--- config.mk ---
export PLATFORM = sky130hd
export DESIGN_NAME = if_id_skid_reg
export DESIGN_NICKNAME = d
export VERILOG_FILES = /design/src/rtl/cpu_pkg.sv /design/src/rtl/pipe_entry.sv /design/src/rtl/if_id_skid_reg.sv
export SDC_FILE = /design/constraint.sdc
export NUM_CORES = 1
export LEC_CHECK = 0
export BUFFER_PORTS_ARGS = -buffer_cell sky130_fd_sc_hd__buf_4
export CORE_ASPECT_RATIO = 0.7
export CORE_UTILIZATION = 43
export DETAILED_ROUTE_END_ITERATION = 7
export HOLD_SLACK_MARGIN = 0.06
export PLACE_DENSITY = 0.65
export SYNTH_ARGS = -nofsm -noshare
export SYNTH_HDL_FRONTEND = slang
export SYNTH_SLANG_ARGS = --single-unit
--- constraint.sdc ---
create_clock -name clk -period 2.5 [get_ports clk]
set_input_delay 0.125 -clock clk [delete_from_list [all_inputs] [get_ports clk]]
set_output_delay 0.125 -clock clk [all_outputs]
set_load 0.02 [all_outputs]
--- src/rtl/cpu_pkg.sv ---
// Shared constants and types for the IF/ID boundary register.
// Holds the NOP encoding presented on empty slots, the PC step and the state encoding.
// Ports: none (package only).
package cpu_pkg;

  localparam logic [31:0] NOP_INSTR = 32'h0000_0000;
  localparam logic [31:0] PC_INC    = 32'd4;

  typedef enum logic [1:0] {
    EMPTY = 2'd0,
    FULL  = 2'd1,
    SKID  = 2'd2
  } state_e;

endpackage

--- src/rtl/pipe_entry.sv ---
// Purpose: one pipeline slot holding a PC/instruction pair plus a valid bit.
// Latency: load takes effect on the next rising clk edge.
// Backpressure: none inside; the owner decides when to load or clear.
// Ports: clk/rst (sync, active-high); ld loads d_* and sets valid;
//        clr drops valid but keeps the data; q_* are the registered contents.
module pipe_entry #(
  parameter int DATA_W = 32
) (
  input  logic              clk,
  input  logic              rst,
  input  logic              ld,
  input  logic              clr,
  input  logic [DATA_W-1:0] d_pc,
  input  logic [DATA_W-1:0] d_instr,
  output logic              q_vld,
  output logic [DATA_W-1:0] q_pc,
  output logic [DATA_W-1:0] q_instr
);

  always_ff @(posedge clk) begin
    if (rst) begin
      q_vld   <= 1'b0;
      q_pc    <= '0;
      q_instr <= '0;
    end else if (ld) begin
      q_vld   <= 1'b1;
      q_pc    <= d_pc;
      q_instr <= d_instr;
    end else if (clr) begin
      // Data is kept so id_pc holds its last value while invalid.
      q_vld   <= 1'b0;
    end
  end

endmodule

--- src/rtl/if_id_skid_reg.sv ---
// Purpose: IF/ID boundary register with a 2-entry skid buffer, flush and stall counter.
// Latency: 1 cycle from fetch accept to id_valid.
// Backpressure: if_ready drops only when both entries are held; never combinational on id_ready.
// Ports: if_valid/if_ready/if_pc/if_instr from fetch; id_valid/id_ready/id_pc/
//        id_pc_plus4/id_instr to decode; flush squashes held and offered entries;
//        stall_cnt saturates counting cycles with id_valid && !id_ready.
module if_id_skid_reg
  import cpu_pkg::*;
#(
  parameter int                DATA_W    = 32,
  parameter logic [DATA_W-1:0] NOP_INSTR = cpu_pkg::NOP_INSTR,
  parameter int                CNT_W     = 16
) (
  input  logic              clk,
  input  logic              rst,
  input  logic              if_valid,
  output logic              if_ready,
  input  logic [DATA_W-1:0] if_pc,
  input  logic [DATA_W-1:0] if_instr,
  input  logic              flush,
  output logic              id_valid,
  input  logic              id_ready,
  output logic [DATA_W-1:0] id_pc,
  output logic [DATA_W-1:0] id_pc_plus4,
  output logic [DATA_W-1:0] id_instr,
  output logic [CNT_W-1:0]  stall_cnt
);

  state_e state_q, state_d;

  logic              accept, consume;
  logic              main_ld, main_clr, main_from_skid;
  logic              skid_ld, skid_clr;
  logic              main_vld, skid_vld;
  logic [DATA_W-1:0] main_pc, main_instr;
  logic [DATA_W-1:0] skid_pc, skid_instr;
  logic [DATA_W-1:0] main_d_pc, main_d_instr;

  assign if_ready = !rst && (state_q != SKID);
  assign accept   = if_valid && if_ready;
  assign consume  = main_vld && id_ready;

  always_ff @(posedge clk) begin
    if (rst) state_q <= EMPTY;
    else     state_q <= state_d;
  end

  always_comb begin
    state_d        = state_q;
    main_ld        = 1'b0;
    main_clr       = 1'b0;
    main_from_skid = 1'b0;
    skid_ld        = 1'b0;
    skid_clr       = 1'b0;
    if (flush) begin
      // A same-cycle consume has already been taken by decode; only the
      // offered and held entries are dropped.
      state_d  = EMPTY;
      main_clr = 1'b1;
      skid_clr = 1'b1;
    end else begin
      case (state_q)
        EMPTY: begin
          if (accept) begin
            state_d = FULL;
            main_ld = 1'b1;
          end
        end
        FULL: begin
          if (accept && consume) begin
            main_ld = 1'b1;
          end else if (consume) begin
            state_d  = EMPTY;
            main_clr = 1'b1;
          end else if (accept) begin
            state_d = SKID;
            skid_ld = 1'b1;
          end
        end
        SKID: begin
          // The skid slot is always valid here; the guard keeps slot and
          // state consistent should they ever disagree.
          if (consume && skid_vld) begin
            state_d        = FULL;
            main_ld        = 1'b1;
            main_from_skid = 1'b1;
            skid_clr       = 1'b1;
          end
        end
        default: state_d = EMPTY;
      endcase
    end
  end

  assign main_d_pc    = main_from_skid ? skid_pc    : if_pc;
  assign main_d_instr = main_from_skid ? skid_instr : if_instr;

  pipe_entry #(.DATA_W(DATA_W)) u_main (
    .clk     (clk),
    .rst     (rst),
    .ld      (main_ld),
    .clr     (main_clr),
    .d_pc    (main_d_pc),
    .d_instr (main_d_instr),
    .q_vld   (main_vld),
    .q_pc    (main_pc),
    .q_instr (main_instr)
  );

  pipe_entry #(.DATA_W(DATA_W)) u_skid (
    .clk     (clk),
    .rst     (rst),
    .ld      (skid_ld),
    .clr     (skid_clr),
    .d_pc    (if_pc),
    .d_instr (if_instr),
    .q_vld   (skid_vld),
    .q_pc    (skid_pc),
    .q_instr (skid_instr)
  );

  assign id_valid    = main_vld;
  assign id_pc       = main_pc;
  assign id_pc_plus4 = main_pc + DATA_W'(PC_INC);
  assign id_instr    = main_vld ? main_instr : NOP_INSTR;

  always_ff @(posedge clk) begin
    if (rst) begin
      stall_cnt <= '0;
    end else if (id_valid && !id_ready && (stall_cnt != {CNT_W{1'b1}})) begin
      stall_cnt <= stall_cnt + 1'b1;
    end
  end

endmodule

==> results by stage, run 1 <==
STA:
- The worst relative slew slack is 34.7%.
- The final-report hold violation count is 0.
- The period utilization is 94.6%.
- The final-report setup violation count is 0.
- On the final layout, the worst clock skew is 0.00699 ns.
- The final critical-path required period is 2.36 ns.
- Setup slack on the critical path of the routed design comes to 0.136 ns.
- The final max-slew violation count is 0.
- The actual slew at the worst max-slew pin is 0.979 ns.
- The final total negative setup slack is 0 ns.
- The peak clock frequency supported by timing is 423 MHz.
- Setup repair after global routing left no endpoint under its margin.

Final layout:
- Of the cells placed in the final design, the portion with a size suffix greater than 1 is 24.6%.
- The final net count is 1,116.
- The area growth from synthesis to layout is 37.9%.
- The antenna diode instance count is 0.
- Once layout is complete, the cells apart from fillers number 1,258.
- Leaving out fill and tap cells, the most frequent cell in the layout is sky130_fd_sc_hd__buf_4.
- The utilization after layout is 61.4%.
- In the layout the commonest cells are sky130_fd_sc_hd__buf_4, sky130_fd_sc_hd__nand2_1, sky130_fd_sc_hd__dfxtp_1, sky130_fd_sc_hd__a21oi_1, sky130_fd_sc_hd__dlygate4sd3_1.

Drt:
- The routed length on met1 is 10,300 um.
- In this run the remaining antenna-violating nets after routing total 0.
- Summed over all layers, the routed wires come to 21,000 um.
- The number of DRC violations after detailed routing is 0.
- The first-pass detailed-route iteration total is 4.
- The detail-routed via count per cell is 5.47.
- The routed layout has 6,881 vias.
- After detailed routing, the met2 layer carries 9370 um of wire.
- The met3 wirelength from detailed routing is 1070 um.
- The count of routing violations after the opening detailed-route iteration is 426.
- The highest routing layer actually used is met4.
- The routed wirelength normalized by instance count is 16.7 um.

Clock tree:
- For this design, the sink count on the clock tree is 148.
- The clock network latency to the later pin of the worst-skew pair is 0.42 ns.
- The CTS tree is built.
- The clock slew at the register clock pins of the worst setup and hold paths is 0.06 ns.
- Buffers inserted during clock tree synthesis total 17.
- The clock root buffer master is sky130_fd_sc_hd__clkbuf_16.
- Post-CTS timing repair inserted 0 buffers for setup.
- The CTS H-tree depth is 4.
- The largest buffer count on any clock path is 2.

Synthesis:
- Summing the sequential cell areas from Yosys gives 42.6% of the chip area.
- In the synthesized netlist the dominant register cell turns out to be sky130_fd_sc_hd__dfxtp_1.
- The synthesized net count is 904.
- The number of instances in the synthesized netlist is 833.
- The count of distinct cell types in the synthesized netlist is 49.
- The proportion of synthesized flip-flops having asynchronous set or reset is 0%.
- The synthesized netlist occupies a cell area of 0.00696 mm^2.
- Counting flops and latches in the post-synthesis netlist gives 148.
- The number of synthesized flops with an enable pin is 0.
- During synthesis, Yosys emitted a total of 0 warnings.
- The average instance in the mapped netlist occupies 8.35 um^2.

Status:
- The run finished with clean final reports.

Worst setup path:
- The kind of critical path is reg2out.
- The startpoint of the worst-slack reg-to-reg timing path is u_main.q_vld.
- For the worst setup path, the data arrival time is 2.24 ns.
- STA puts the critical path data required time at 2.38 ns.
- STA classifies the critical path startpoint as a register.
- The worst register-to-register path has a setup slack of 0.38 ns.
- Counting cells, the worst reg-to-reg path comes to 5.
- Of all nets on the critical path, the largest fanout is 10.
- The worst setup path is captured at an output pin.
- The endpoint identified for the worst register-to-register timing path is u_main.q_pc[24].

Placement:
- The post-placement cell count is 1,161.
- At the end of routability-driven placement, the weighted congestion stood at 0.826.
- Input and output buffers added on the ports amount to 182.
- The placed wire-length estimate is 12,900 um.
- The post-placement worst setup slack is 0.423 ns.

Worst hold path:
- The startpoint of the tightest hold check path is id_ready.
- Counting instances, the worst hold path has a depth of 4.
- The hold path endpoint is stall_cnt[8].
- In this run the worst hold path is classified as in2reg.

GRT:
- For this run the aggregate overflow at the end of global routing stands at 0.
- The via count of the first global-routing pass is 6,391.
- The initial antenna violation count was 0.
- The maximum number of pins on one net before global-route repair is 94.
- The wire length of the first global-routing pass is 33,400 um.
- The total global-route track usage is 25.2%.

Die:
- The chip height is 108 um.
- The floorplan has 38 rows.
- The die covers 0.0167 mm^2.
- The boundary pin count is 183.
- The x dimension of the die is 154 um.
- For this configuration, the core starts out at a cell density of 44.5%.
- The core region is 0.0156 mm^2.

Power:
- The total leakage power is 4.06 nW.
- The maximum resistive drop on vdd is 0.438 mV.
- In this run the power density over the cells is 584 mW/mm^2.

Job:
- Across the run, the number of max-cap violations was 0.
[per-stage QoR]
stage | instance area, um^2 | hold slack (ns) | power [W]
finish | 9600 | 0.156 | 0.00560
global placement | 8370 | 0.386 | 0.00309
global route | 9600 | 0.168 | 0.00580
CTS | 9590 | 0.140 | 0.00565
detailed placement | 8370 | 0.391 | 0.00309
floorplan | 6960 | 0.261 | 0.00282
[power breakdown]
group	total, W	internal, W	switching [W]
registers	0.00249	0.00242	0.0000700
clock network	0.00248	0.00139	0.00109
logic	0.000632	0.000315	0.000317
total	0.00560	0.00413	0.00147
[critical path, stage by stage, from the launching register on]
cell and delay (ns):
sky130_fd_sc_hd__dfxtp_1 0.43, sky130_fd_sc_hd__nand4_1 0.24, sky130_fd_sc_hd__nor4_4 0.33, sky130_fd_sc_hd__buf_4 0.24
sky130_fd_sc_hd__nand4_1 0.21, sky130_fd_sc_hd__xnor2_1 0.20, sky130_fd_sc_hd__buf_4 0.16
[cell usage after synthesis (2+ instances only)]
| cell | instances | share of area [%] |
|---|---|---|
| sky130_fd_sc_hd__and4_1 | 4 | 0.50 |
| sky130_fd_sc_hd__dfxtp_1 | 148 | 43 |
| sky130_fd_sc_hd__nand3b_1 | 2 | 0.22 |
| sky130_fd_sc_hd__o31ai_1 | 64 | 6.9 |
| sky130_fd_sc_hd__and2_1 | 35 | 3.1 |
| sky130_fd_sc_hd__buf_1 | 2 | 0.11 |
| sky130_fd_sc_hd__and3_1 | 5 | 0.45 |
| sky130_fd_sc_hd__a22oi_1 | 64 | 6.9 |
| sky130_fd_sc_hd__nor2b_1 | 13 | 1.2 |
| sky130_fd_sc_hd__nor3_1 | 3 | 0.22 |
| sky130_fd_sc_hd__nor2_1 | 23 | 1.2 |
| sky130_fd_sc_hd__a21oi_1 | 140 | 10 |
| sky130_fd_sc_hd__inv_1 | 6 | 0.32 |
| sky130_fd_sc_hd__a2111oi_0 | 2 | 0.25 |
| sky130_fd_sc_hd__nand2_1 | 145 | 7.8 |
| sky130_fd_sc_hd__buf_4 | 3 | 0.32 |
| sky130_fd_sc_hd__buf_6 | 13 | 2.1 |
| sky130_fd_sc_hd__a311oi_1 | 2 | 0.25 |
| sky130_fd_sc_hd__xnor2_1 | 24 | 3.0 |
| sky130_fd_sc_hd__nand4_1 | 15 | 1.3 |
| sky130_fd_sc_hd__buf_2 | 18 | 1.3 |
| sky130_fd_sc_hd__nand2b_1 | 2 | 0.18 |
| sky130_fd_sc_hd__a211oi_1 | 2 | 0.22 |
| sky130_fd_sc_hd__a31oi_1 | 2 | 0.18 |
| sky130_fd_sc_hd__xor2_1 | 4 | 0.50 |
| sky130_fd_sc_hd__mux2_2 | 9 | 1.5 |
| sky130_fd_sc_hd__ha_1 | 2 | 0.36 |
| sky130_fd_sc_hd__clkbuf_1 | 38 | 2.0 |
| sky130_fd_sc_hd__o21a_1 | 3 | 0.32 |
| sky130_fd_sc_hd__nand3_1 | 21 | 1.5 |
[how the worst max path moves through the flow]
| stage | from | endpoint | slack [ns] | cells past startpoint |
|---|---|---|---|---|
| 2_1_floorplan | u_main.q_pc[2] | id_pc_plus4[16] | 0.40 | 5 |
| 4_1_cts | u_main.q_pc[2] | id_pc_plus4[24] | 0.06 | 7 |
| 3_3_place_gp | stall_cnt[4] | stall_cnt[11] | 0.46 | 4 |
| 6_report | u_main.q_pc[9] | id_pc_plus4[31] | 0.14 | 6 |
| 3_5_place_dp | u_main.q_vld | u_main.q_pc[9] | 0.42 | 5 |
| 5_1_grt | u_main.q_pc[10] | id_pc_plus4[31] | 0.002 | 6 |
[logic make-up (layout without fill, tap and decap cells)]
| group | count (synthesis) | count (layout) | synth area share (%) |
|---|---|---|---|
| AOI/OAI and AO/OA | 285 | 285 | 26.0 |
| xor gates and xnor gates | 28 | 28 | 3.52 |
| adders and majority gates | 2 | 2 | 0.360 |
| buffers and inverters | 81 | 306 | 6.26 |
| DFF | 148 | 148 | 42.6 |
| muxes | 11 | 11 | 1.76 |
| and+or+nand+nor | 278 | 278 | 19.5 |
[sequential cells by signal (all words and copies together), names as in the netlist]
name	flops
stall_cnt	16
u_main.q_instr	32
u_main.q_pc	32
u_skid.q_instr	32
u_skid.q_pc	32
u_main.q_vld	1
u_skid.q_vld	1
state_q	2
[layout make-up]
type	instances	area [um^2]
sequential	148	2970
multi-input combinational	604	3590
fill	1392	6050
clock buffer	17	425
inverter	7	26.3
clock inverter	15	146
tap	200	250
timing repair buffer	267	2190
[routing by layer]
layer	track usage (%)	vias up
li1	-	3411
met1	35.3	3228
met2	39.6	212
met3	4.09	30
met4	8.21	0
met5	0	-
[what timing repair did]
action,CTS,global route
endpoints found under the setup margin,0,10
hold buffers,65,0
hold endpoints to repair,127,0
resized for setup,0,5
No activity file was read; power rests on OpenSTA's default activity.
==> inputs of run 2 (changes only) <==
--- a/config.mk
+++ b/config.mk
@@ -6,6 +6,7 @@
 export NUM_CORES = 1
 export LEC_CHECK = 0
 export BUFFER_PORTS_ARGS = -buffer_cell sky130_fd_sc_hd__buf_4
+export CAP_MARGIN = 20
 export CORE_ASPECT_RATIO = 0.7
 export CORE_UTILIZATION = 43
 export DETAILED_ROUTE_END_ITERATION = 7
@@ -13,4 +14,5 @@
 export PLACE_DENSITY = 0.65
 export SYNTH_ARGS = -nofsm -noshare
 export SYNTH_HDL_FRONTEND = slang
+export SYNTH_HIERARCHICAL = 1
 export SYNTH_SLANG_ARGS = --single-unit
==> run 2 against run 1 <==
The flow now finishes with violations (DRC). Flip-flop and latch count unchanged. Register-to-register slack better by 0.03 ns. Final cell count fell by 3.9%. Setup slack better by 0.0091 ns. Combinational power is 14% lower. Largest cell class unchanged. Largest power group is now the clock network. Highest routed layer unchanged.
==> results by stage, run 2 <==
Status:
- The flow ran to the end, but the final reports show violations.
- The final reports fail on DRC.

Final layout:
- From synthesis to final layout, the design area changed by 38.2%.
- The fraction of layout cells with a size suffix above 1 is 31.9%.
- The layout has 1,408 filler cells.
- The number of antenna diodes in the final layout is 0.
- In the final layout, flip-flops and latches occupy 0.00296 mm^2.
- The final net count is 1,042.
- In the final layout, the multi-input gates occupy 0.00387 mm^2.
- In the layout the commonest cells are sky130_fd_sc_hd__buf_4, sky130_fd_sc_hd__dfxtp_1, sky130_fd_sc_hd__nor2_1, sky130_fd_sc_hd__mux2i_1, sky130_fd_sc_hd__mux2_2.
- Leaving out fill and tap cells, the most frequent cell in the layout is sky130_fd_sc_hd__buf_4.

STA:
- The final max-slew violation count is 0.
- The clock period could shrink to 2.35 ns.
- Setup repair after global routing left no endpoint under its margin.
- After layout, the worst path uses 94.2% of the clock period.
- The final-report setup violation count is 0.
- Based on the critical path, the design can be clocked at up to 425 MHz.
- The final-report hold violation count is 0.
- Headroom to the max-slew limit came out at 58.5%.
- The final total negative setup slack is 0 ns.
- The actual slew at the worst max-slew pin is 0.623 ns.
- Across the routed clock network, the largest skew measured is 0.0134 ns.

Power:
- The share of total power dissipated in the clock network is 46.0%.
- The fraction of power consumed by sequential logic is 44.1%.
- Summing internal, switching and leakage power gives 0.00554 W.
- The combinational fraction of design power is 9.9%.
- Dividing total power by cell area gives a power density of 557 mW/mm^2.
- The internal power contribution is 0.00425 W.
- The analysis attributes to net switching a power of 0.00129 W.
- Summed over all cells, the static leakage comes to 3.86 nW.
- The maximum resistive drop on vdd is 0.443 mV.
- The share of total power consumed by net switching is 23.3%.

Worst setup path:
- Across all register-to-register paths, the minimum setup slack is 0.41 ns.
- The maximum fanout count along the critical path is 7.
- The critical path launch point type is a register.
- The cell seen most often among critical-path stages is sky130_fd_sc_hd__buf_4.
- Data on the critical path arrives at its endpoint at 2.23 ns.
- Walking the worst path, the cells encountered are ha_2, inv_1, nor4_2, buf_4, nand4_1, xnor2_1, buf_4.
- The worst setup path is captured at an output pin.
- Among cell families on the critical path, the largest total delay comes from buffers and inverters.
- Counting both buffers and inverters, the worst setup path holds a total of 3.
- The kind of critical path is reg2out.
- On the worst path, the slowest cell contributes a delay of 0.42 ns.
- The critical-path cell with the highest stage delay is sky130_fd_sc_hd__dfxtp_1.
- For the worst setup path, the data required time is 2.38 ns.

Synthesis:
- Sorting the synthesized cells by area gives the leading types as sky130_fd_sc_hd__dfxtp_1, sky130_fd_sc_hd__mux2i_1, sky130_fd_sc_hd__mux2_2, sky130_fd_sc_hd__nor2_1, sky130_fd_sc_hd__and2_1.
- After synthesis, the share of flip-flops with an asynchronous set or reset is 0%.
- The most used flip-flop cell after synthesis is sky130_fd_sc_hd__dfxtp_1.
- Yosys printed 6 warnings.
- The synthesized net count is 801.
- The largest area contributor in the netlist is sky130_fd_sc_hd__dfxtp_1.
- By count the netlist is led by sky130_fd_sc_hd__dfxtp_1, sky130_fd_sc_hd__nor2_1, sky130_fd_sc_hd__mux2i_1, sky130_fd_sc_hd__mux2_2, sky130_fd_sc_hd__and2_1.
- Counting flops with a built-in enable in the synthesized netlist gives 0.
- The area fraction of the dominant cell type after synthesis is 41.1%.
- sky130_fd_sc_hd__dfxtp_1 is the most common cell in the netlist.
- After synthesis, flip-flops and latches occupy 41.1% of the total area.
- Dividing the synthesized area by the synthesized cell count gives 9.87 um^2.
- The number of instances in the synthesized netlist is 730.
- Synthesis instantiated 47 different standard cells from the library.
- The netlist area before placement is 0.00720 mm^2.
- The number of register bits inferred by synthesis is 148.

GRT:
- The via count of the first global-routing pass is 5,431.
- For this run the aggregate overflow at the end of global routing stands at 0.
- The first global-routing pass estimated 27,700 um of wire.
- The maximum number of pins on one net before global-route repair is 61.
- The initial antenna violation count came to 0.
- For this run, the total global-route usage over all layers was measured as 20.5%.

Drt:
- In the routed design, unresolved DRC markers number 2.
- The routed wirelength normalized by instance count is 14.7 um.
- The count of routing violations after the opening detailed-route iteration is 303.
- After detailed routing, the number of vias per cell comes to 4.96.
- The final route contains 5,991 vias.
- The count of antenna-violating nets left after detailed routing is 0.
- For this run, the detailed router's first-pass iteration total came to 6.
- The post-detailed-routing wire length is 17,800 um.

Placement:
- The weighted congestion at the end of routability-driven global placement is 0.817.
- Buffers placed on the I/O ports in this run total 182.
- The placed wire-length estimate is 11,800 um.

Clock tree:
- After clock tree synthesis, the clock-pin slew on the worst setup and hold paths is 0.06 ns.
- The CTS tree is built.
- The largest buffer count on any clock path is 2.
- CTS saw 148 sinks.
- The CTS buffer count is 17.
- The CTS H-tree depth is 4.
- The clock network latency to the later pin of the worst-skew pair is 0.42 ns.
- The root buffer cell chosen for the clock tree is sky130_fd_sc_hd__clkbuf_16.

Die:
- The floorplan step defined a die boundary enclosing 0.0173 mm^2.
- For this design the top-level I/O count stands at 183.
- The floorplan has 39 rows.
- The chip height is 110 um.
- The x dimension of the die is 157 um.
- Once the floorplan was initialized, standard cells occupied 44.1% of the core.
- The region available for standard cell placement spans 0.0163 mm^2.

Job:
- The number of max-cap violations is 0.

Worst hold path:
- In this run the worst hold path is classified as in2reg.
-- run 2: cell types whose count changed in the layout (fill, tap and decap cells not counted), sizes merged, moves of 7 or more --
cell   before  now
nand2     145   14
mux2i       1  129
a21oi     140   15
nor2       23  145
a22oi      64    0
o31ai      64    4
mux2       10   65
nor2b      13    4
or4         0    7
-- run 2: power groups by stage --
stage               sequential, W  clock, W  combinational [W]
global placement          0.00250         0           0.000461
detailed placement        0.00250         0           0.000464
global route              0.00245   0.00271           0.000587
floorplan                 0.00251         0           0.000254
finish                    0.00244   0.00255           0.000546
CTS                       0.00244   0.00261           0.000548
-- run 2: cell type report --
class                      instances  share of cell area (%)
clock buffer                      21                    4.72
clock inverter                    11                    1.26
inverter                           9                   0.339
multi-input combinational        530                    38.9
sequential                       148                    29.8
tap                              225                    2.83
timing repair buffer             265                    22.2
-- run 2: metrics by stage --
step                worst slack (ns)  instance area (um^2)  instances  hold WS, ns  util (%)
floorplan                      0.385                  7200        730        0.272         -
global placement               0.458                  8690       1111        0.366      53.2
detailed placement             0.423                  8690       1111        0.377      53.2
CTS                           0.0107                  9930       1207       0.0852      60.8
global route                 0.00475                  9960       1209        0.115      60.9
finish                         0.145                  9960       1209        0.103      60.9
-- run 2: logic make-up after synthesis --
group	share of synthesized area (%)
AO/OA/AOI/OAI	2.83
XOR/XNOR	3.65
adder cells (fa/ha/maj)	0.347
buffers and inverters	5.57
flip-flops	41.1
multiplexers	28.1
AND/OR/NAND/NOR	18.4
-- run 2: path summary, 6_finish.rpt --
kind / start / endpoint / cells past startpoint
min: id_ready / state_q[1] / 4
max reg2reg: state_q[1] / u_main/q_pc[27] / 7
min reg2reg: u_main/q_instr[16] / u_main/q_instr[16] / 2
max: u_main/q_pc[3] / id_pc_plus4[28] / 7
-- run 2: what timing repair did --
item                       in CTS  in global routing
hold endpoints to repair       64                  0
hold buffers                   64                  0
setup buffers                   0                  2
setup endpoints to repair       0                 13
resized for setup               0                  4
-- run 2: worst reg2reg max path, delay by kind of cell (launching register included) --
kind	cells	cell delay, ns
compound gates	1	0.20
buf+inv	1	0.36
flops	1	0.34
mux	1	0.32
simple gates	4	0.74
-- run 2: layer usage --
| metal | wire, um | vias to the layer above | track usage (%) |
|---|---|---|---|
| met3 | 830 | 7 | 4.53 |
| met4 | 121 | 0 | 6.09 |
| met2 | 7880 | 130 | 30.6 |
| li1 | - | 3006 | - |
| met1 | 8960 | 2848 | 29.2 |
| met5 | 0 | - | 0 |
